`src/rtl/tx_buffer_pkg.sv`:
```
// Shared definitions for the transmit message buffer: sizes and FSM state encoding.
package tx_buffer_pkg;

  // Bytes per message (descriptor plus data).
  localparam int BUF_DEPTH = 13;
  localparam int ADDR_W    = 4;
  localparam int DATA_W    = 8;

  typedef enum logic [1:0] {
    IDLE = 2'b00,
    PEND = 2'b01,
    ACTV = 2'b10
  } tx_state_t;

  // True when a byte address falls inside the message; 13..15 are holes.
  function automatic logic addr_ok(input logic [ADDR_W-1:0] addr, input int depth);
    return (int'(addr) < depth);
  endfunction

endpackage

```
`src/rtl/tx_buffer_buf.sv`:
```
// Message storage: one host write port and two zero-latency read ports
// (host readback and transmit engine). Out-of-range addresses read as 0x00.
module tx_buf_13x8
  import tx_buffer_pkg::*;
#(
  parameter int DEPTH = BUF_DEPTH
) (
  input  logic              clk,
  input  logic              rsn,
  input  logic              wr_en,
  input  logic [ADDR_W-1:0] wr_addr,
  input  logic [DATA_W-1:0] wr_data,
  input  logic [ADDR_W-1:0] rd_a_addr,
  output logic [DATA_W-1:0] rd_a_data,
  input  logic [ADDR_W-1:0] rd_b_addr,
  output logic [DATA_W-1:0] rd_b_data
);

  logic [DATA_W-1:0] mem [DEPTH];

  // Byte array: cleared by reset, otherwise written one byte per cycle.
  always_ff @(posedge clk) begin
    if (rsn) begin
      for (int i = 0; i < DEPTH; i++) begin
        mem[i] <= '0;
      end
    end else if (wr_en && addr_ok(wr_addr, DEPTH)) begin
      mem[wr_addr] <= wr_data;
    end
  end

  // Host readback port.
  always_comb begin
    rd_a_data = '0;
    if (addr_ok(rd_a_addr, DEPTH)) begin
      rd_a_data = mem[rd_a_addr];
    end
  end

  // Transmit engine read port.
  always_comb begin
    rd_b_data = '0;
    if (addr_ok(rd_b_addr, DEPTH)) begin
      rd_b_data = mem[rd_b_addr];
    end
  end

endmodule

```
`src/rtl/tx_buffer.sv`:
```
// Transmit message buffer: host fills the message, requests transmission,
// and the core engine reports start/done/error. Owns the handshake FSM.
//
//   state | meaning
//   ------+---------------------------------------------------------------
//   IDLE  | buffer released to host; writes accepted (tbs=1)
//   PEND  | message locked, waiting for the core to start a frame (c_req=1)
//   ACTV  | core is sending the frame from this buffer (busy=1)
//
// ab: abort requested while the frame is pending start or on the wire.
// ss: single-shot request, no automatic retransmit after an error.
module tx_buffer
  import tx_buffer_pkg::*;
#(
  parameter int DEPTH = BUF_DEPTH
) (
  input  logic              clk,
  input  logic              rsn,
  input  logic [ADDR_W-1:0] h_addr,
  input  logic [DATA_W-1:0] h_din,
  input  logic              h_wrn,
  output logic [DATA_W-1:0] h_dout,
  input  logic              cmd_tr,
  input  logic              cmd_at,
  input  logic [ADDR_W-1:0] c_addr,
  output logic [DATA_W-1:0] c_dout,
  output logic              c_req,
  input  logic              c_start,
  input  logic              c_done,
  input  logic              c_err,
  output logic              tbs,
  output logic              tcs,
  output logic              busy
);

  tx_state_t state_q, state_d;
  logic      tcs_q, tcs_d;
  logic      ab_q, ab_d;
  logic      ss_q, ss_d;
  logic      abort_now;
  logic      tbs_q, c_req_q, busy_q;
  logic      wr_en;

  // Writes are only accepted while the host owns the buffer; range check lives in storage.
  assign wr_en = ~h_wrn && (state_q == IDLE);

  tx_buf_13x8 #(
    .DEPTH(DEPTH)
  ) u_buf (
    .clk      (clk),
    .rsn      (rsn),
    .wr_en    (wr_en),
    .wr_addr  (h_addr),
    .wr_data  (h_din),
    .rd_a_addr(h_addr),
    .rd_a_data(h_dout),
    .rd_b_addr(c_addr),
    .rd_b_data(c_dout)
  );

  // Next-state and flag update logic.
  always_comb begin
    state_d   = state_q;
    tcs_d     = tcs_q;
    ab_d      = ab_q;
    ss_d      = ss_q;
    abort_now = 1'b0;
    unique case (state_q)
      IDLE: begin
        if (cmd_tr) begin
          state_d = PEND;
          tcs_d   = 1'b0;
          ss_d    = cmd_at;
          ab_d    = 1'b0;
        end
      end
      PEND: begin
        if (c_start) begin
          state_d = ACTV;
          ab_d    = cmd_at;
        end else if (cmd_at) begin
          state_d = IDLE;
          ab_d    = 1'b0;
          ss_d    = 1'b0;
        end
      end
      ACTV: begin
        // An abort arriving together with c_err already suppresses the retry.
        abort_now = ab_q | cmd_at;
        ab_d      = abort_now;
        if (c_done) begin
          state_d = IDLE;
          tcs_d   = 1'b1;
          ab_d    = 1'b0;
          ss_d    = 1'b0;
        end else if (c_err) begin
          if (abort_now || ss_q) begin
            state_d = IDLE;
            ab_d    = 1'b0;
            ss_d    = 1'b0;
          end else begin
            state_d = PEND;
          end
        end
      end
      default: begin
        state_d = IDLE;
        ab_d    = 1'b0;
        ss_d    = 1'b0;
      end
    endcase
  end

  // State, flags and registered status outputs.
  always_ff @(posedge clk) begin
    if (rsn) begin
      state_q <= IDLE;
      tcs_q   <= 1'b1;
      ab_q    <= 1'b0;
      ss_q    <= 1'b0;
      tbs_q   <= 1'b1;
      c_req_q <= 1'b0;
      busy_q  <= 1'b0;
    end else begin
      state_q <= state_d;
      tcs_q   <= tcs_d;
      ab_q    <= ab_d;
      ss_q    <= ss_d;
      tbs_q   <= (state_d == IDLE);
      c_req_q <= (state_d == PEND);
      busy_q  <= (state_d == ACTV);
    end
  end

  assign tbs   = tbs_q;
  assign tcs   = tcs_q;
  assign c_req = c_req_q;
  assign busy  = busy_q;

endmodule

```
`config.mk`:
```
export PLATFORM = sky130hd
export DESIGN_NAME = tx_buffer
export DESIGN_NICKNAME = d
export VERILOG_FILES = /design/src/rtl/tx_buffer_pkg.sv /design/src/rtl/tx_buffer_buf.sv /design/src/rtl/tx_buffer.sv
export SDC_FILE = /design/constraint.sdc
export NUM_CORES = 1
export LEC_CHECK = 0
export BUFFER_PORTS_ARGS = -buffer_cell sky130_fd_sc_hd__buf_2
export CORE_MARGIN = 1.5
export CORE_UTILIZATION = 60
export DETAILED_ROUTE_END_ITERATION = 12
export PLACE_DENSITY = 0.88
export SYNTH_ARGS = -nofsm -noshare
export SYNTH_HDL_FRONTEND = slang
export SYNTH_SLANG_ARGS = --single-unit
```
`constraint.sdc`:
```
create_clock -name clk -period 2.2 [get_ports clk]
set_input_delay 0.44 -clock clk [delete_from_list [all_inputs] [get_ports clk]]
set_output_delay 0.44 -clock clk [all_outputs]
set_load 0.02 [all_outputs]
```
==> flow_metrics.py <==
metrics = {
    "global_route": {
        "grt_pass1_wl_mm": 25.97,
        "antenna_found_initial": 0,
        "grtUsageTotal_pct": 35.64,
        "grt_pass1_vias": 4405,
        "grt_overflow": 0,
        "grt_max_degree": 27,
    },
    "clock_tree": {
        "cts_buffer_depth": 2,
        "htree_levels": 4,
        "cts.sinks": 113,
        "clk_latency_ns": 0.51,
        "numCtsBuffers": 17,
        "ctsRootBufferMaster": "clkbuf_8",
        "clk_pin_slew_ns": 0.06,
        "cts_tree": "built",
    },
    "sta": {
        "hold_viol_final": 0,
        "fin_ws_ns": -0.4067,
        "maxSlewHeadroom_pct": 36.95,
        "fin_crit_sh_pct": 118.5,
        "fin_crit_ns": 2.607,
        "fin_skew_ns": 0.005307,
        "setup_violations": 16,
        "rsz0062_at_grt": "true",
        "worstMarginPinSlew_ns": 0.9438,
        "max_freq_mhz": 383.6,
        "drv_slew": 0,
        "hold_ws_ns": 0.2352,
    },
    "setup_path": {
        "cp.required_ns": 1.76,
        "max_stage_delay_ns": 0.50,
        "r2r_slack_ns": 0.18,
        "r2r-start": "state_q[0]",
        "path_max_fanout": 2,
        "r2r_end": "u_buf.mem[10][7]",
        "slowest_stage": "edfxtp_1",
        "reg2regPathDepth": 6,
        "cp-start-kind": "flop",
        "critPathTopFamily": "compound AO/OA/AOI/OAI gates",
        "timing.critical_path.buf_inv": 1,
        "cp-end-kind": "output pin",
        "worstSetupPathType": "reg2out",
        "crit_chain": "mux4_2 -> a22o_1 -> a221o_1 -> buf_6",
        "arrival_ns": 2.17,
    },
    "hold_path": {
        "min-delay-start": "c_done",
        "min_path_type": "in2reg",
        "holdPathEnd": "tcs",
        "whs_path_depth": 3,
    },
    "power": {
        "p_sw_mw": 1.422,
        "pwr-share-clk_pct": 43.9,
        "p_per_area_mw_per_mm2": 788.7,
        "seqPwrFrac_pct": 43.5,
        "irDropWorstVdd_mv": 0.5715,
        "combPwrFrac_pct": 12.7,
        "power_leakage_nw": 2.752,
        "p_sw_share_pct": 24.56,
        "internal-power_mw": 4.367,
    },
    "finish": {
        "syn2layout_area_growth_pct": 21.40,
        "final_nets": 522,
        "design_area_mm2": 0.007340,
        "seqCellArea_mm2": 0.003313,
        "diodes": 0,
        "fillers": 571,
        "multi_input_area_mm2": 0.002671,
        "drive_gt1_share_pct": 39.25,
    },
    "floorplan": {
        "fp.dieW_um": 103.4,
        "die_height_um": 103.4,
        "initial_core_util_pct": 61.85,
        "dieArea_mm2": 0.01069,
        "rows": 36,
        "io_pins": 44,
        "coreArea_mm2": 0.009774,
    },
    "routing": {
        "wl_met3_mm": 2.277,
        "ant_nets": 0,
        "vias": 4366,
        "drc": 0,
        "vias_per_cell": 6.822,
        "routed_wl_mm": 17.80,
        "highest_layer": "met4",
        "first_pass_iters": 5,
        "wl_met2_mm": 8.736,
        "drt_iter0_markers": 597,
        "met1_length_mm": 5.680,
        "wl_per_cell_um": 27.80,
    },
    "logic_synthesis": {
        "synth_nets": 449,
        "syn_avg_cell_area_um2": 14.36,
        "synth_seq_cells": 113,
        "synth_area_mm2": 0.006046,
        "ys_seq_area_share_pct": 54.80,
        "ys_types": 39,
        "ys_warn_count": 0,
        "syn_inst": 421,
    },
    "placed_design": {
        "hpwl_mm": 11.43,
        "io_buffers": 43,
        "postPlaceCellArea_mm2": 0.006581,
        "post-place-ws_ns": -0.2077,
        "gp_congestion": 0.9659,
    },
    "run_status": {
        "violations": "negative setup slack",
        "outcome": "finished with violations",
    },
    "run": {
        "cap_violations": 0,
    },
}
[final cells by class]
cell class / instances / area share [%]
Inverter: 3 / 0.1534
Tap cell: 133 / 2.267
Clock buffer: 20 / 5.796
Sequential cell: 113 / 45.14
Clock inverter: 12 / 1.602
Timing Repair Buffer: 82 / 8.643
Multi-Input combinational cell: 277 / 36.40
[worst reg2reg max path: stages (launching register included)]
cell and delay (ns):
dfxtp_1 0.34, inv_1 0.11, ha_1 0.17, nor3b_2 0.27, nand3b_1 0.24, nor2_4 0.26
or2_2 0.31
[layout by cell type, fill, tap and decap left out, drive strengths merged, types with 2 or more instances in the layout]
master,n
edfxtp,105
clkbuf,20
clkinvlp,4
or2,14
mux4,48
nor3,8
a22o,8
nor2b,7
nand3,2
a221o,8
nor3b,2
nand2,5
a21oi,16
dfxtp,8
buf,82
ha,4
inv,2
o22ai,7
and2,105
nand3b,2
a211oi,4
nor2,13
bufinv,2
clkinv,7
a22oi,7
nand2b,7
[registers in the layout, indices dropped and copies added (netlist names)]
name and flops:
u_buf.mem 105, state_q 2, ab_q 1, busy 1, c_req 1, ss_q 1
tbs 1, tcs 1
[per-stage QoR]
step                      utilization, %  TNS [ns]  cells  power (mW)
after CTS                          74.19    -3.890    638       5.728
after global placement             67.33    -1.839    603       3.157
after global routing               75.09    -5.176    640       5.935
after floorplan                        -         0    421       2.949
after detailed placement           67.33    -2.607    603       3.186
final                              75.09    -4.496    640       5.789
[synthesized netlist by cell type]
cell type    n  area, um^2
and2_1     105       656.9
edfxtp_1   105        3153
mux4_2      48        1081
a21oi_1     16       80.08
clkbuf_1    15       56.30
or2_2       14       87.58
nor2_1      13       48.80
a221o_1      8       80.08
a22o_1       8       70.07
dfxtp_1      8       160.2
a22oi_1      7       52.55
nand2b_1     7       43.79
nor2b_1      7       43.79
o22ai_1      7       43.79
buf_2        6       30.03
nor3_2       6       60.06
nand2_1      5       18.77
a211oi_1     4       30.03
ha_1         4       50.05
buf_4        3       22.52
buf_1        2       7.510
buf_6        2       22.52
inv_1        2       7.510
nand3_1      2       10.01
nand3b_1     2       15.01
nor3_1       2       10.01
a2111oi_2    1       15.01
a21bo_2      1       10.01
a221oi_1     1       8.760
clkinv_1     1       3.750
conb_1       1       3.750
nand4_1      1       6.260
nor3b_1      1       7.510
nor3b_2      1       12.51
o211ai_1     1       7.510
o21ai_0      1       5.000
o21bai_1     1       7.510
o2bb2ai_1    1       8.760
o31ai_1      1       7.510
[power by group through the flow]
stage	Clock, mW	Sequential (mW)	Combinational [mW]
2_1_floorplan	0	2.52	0.425
3_3_place_gp	0	2.54	0.620
3_5_place_dp	0	2.55	0.639
4_1_cts	2.53	2.51	0.692
5_1_grt	2.64	2.52	0.775
6_report	2.54	2.52	0.733
[cells by family (layout without fill, tap and decap cells)]
kind of cell,after synthesis,count (layout),share of synthesized area [%]
AO/OA/AOI/OAI,58,58,7.057
multiplexers,48,48,17.88
flip-flops,113,113,54.80
buffers and inverters,31,117,2.483
adder cells (fa/ha/maj),4,4,0.8278
other,1,1,0.06203
AND/OR/NAND/NOR,166,166,16.89
[worst max path at each step]
| stage | from | end | cells after the start |
|---|---|---|---|
| 2_1_floorplan | c_addr[0] | c_dout[7] | 6 |
| 3_3_place_gp | h_addr[0] | h_dout[0] | 6 |
| 3_5_place_dp | h_addr[0] | h_dout[0] | 6 |
| 4_1_cts | u_buf.mem[6][4] | h_dout[4] | 4 |
| 5_1_grt | u_buf.mem[6][2] | h_dout[2] | 4 |
| 6_report | u_buf.mem[5][3] | h_dout[3] | 4 |
[metal layers]
layer / track usage (%) / vias to the layer above
li1: - / 1775
met5: 0 / -
met3: 11.90 / 108
met1: 41.06 / 2075
met4: 21.93 / 0
met2: 57.92 / 408
[what timing repair did]
item / in CTS / in global routing
buffers inserted: 3 / 2
pin swaps: 5 / 4
hold buffers: 0 / 0
resized for setup: 30 / 19
setup endpoints to repair: 16 / 32
Note: power is estimated with default switching activity, not from simulation.
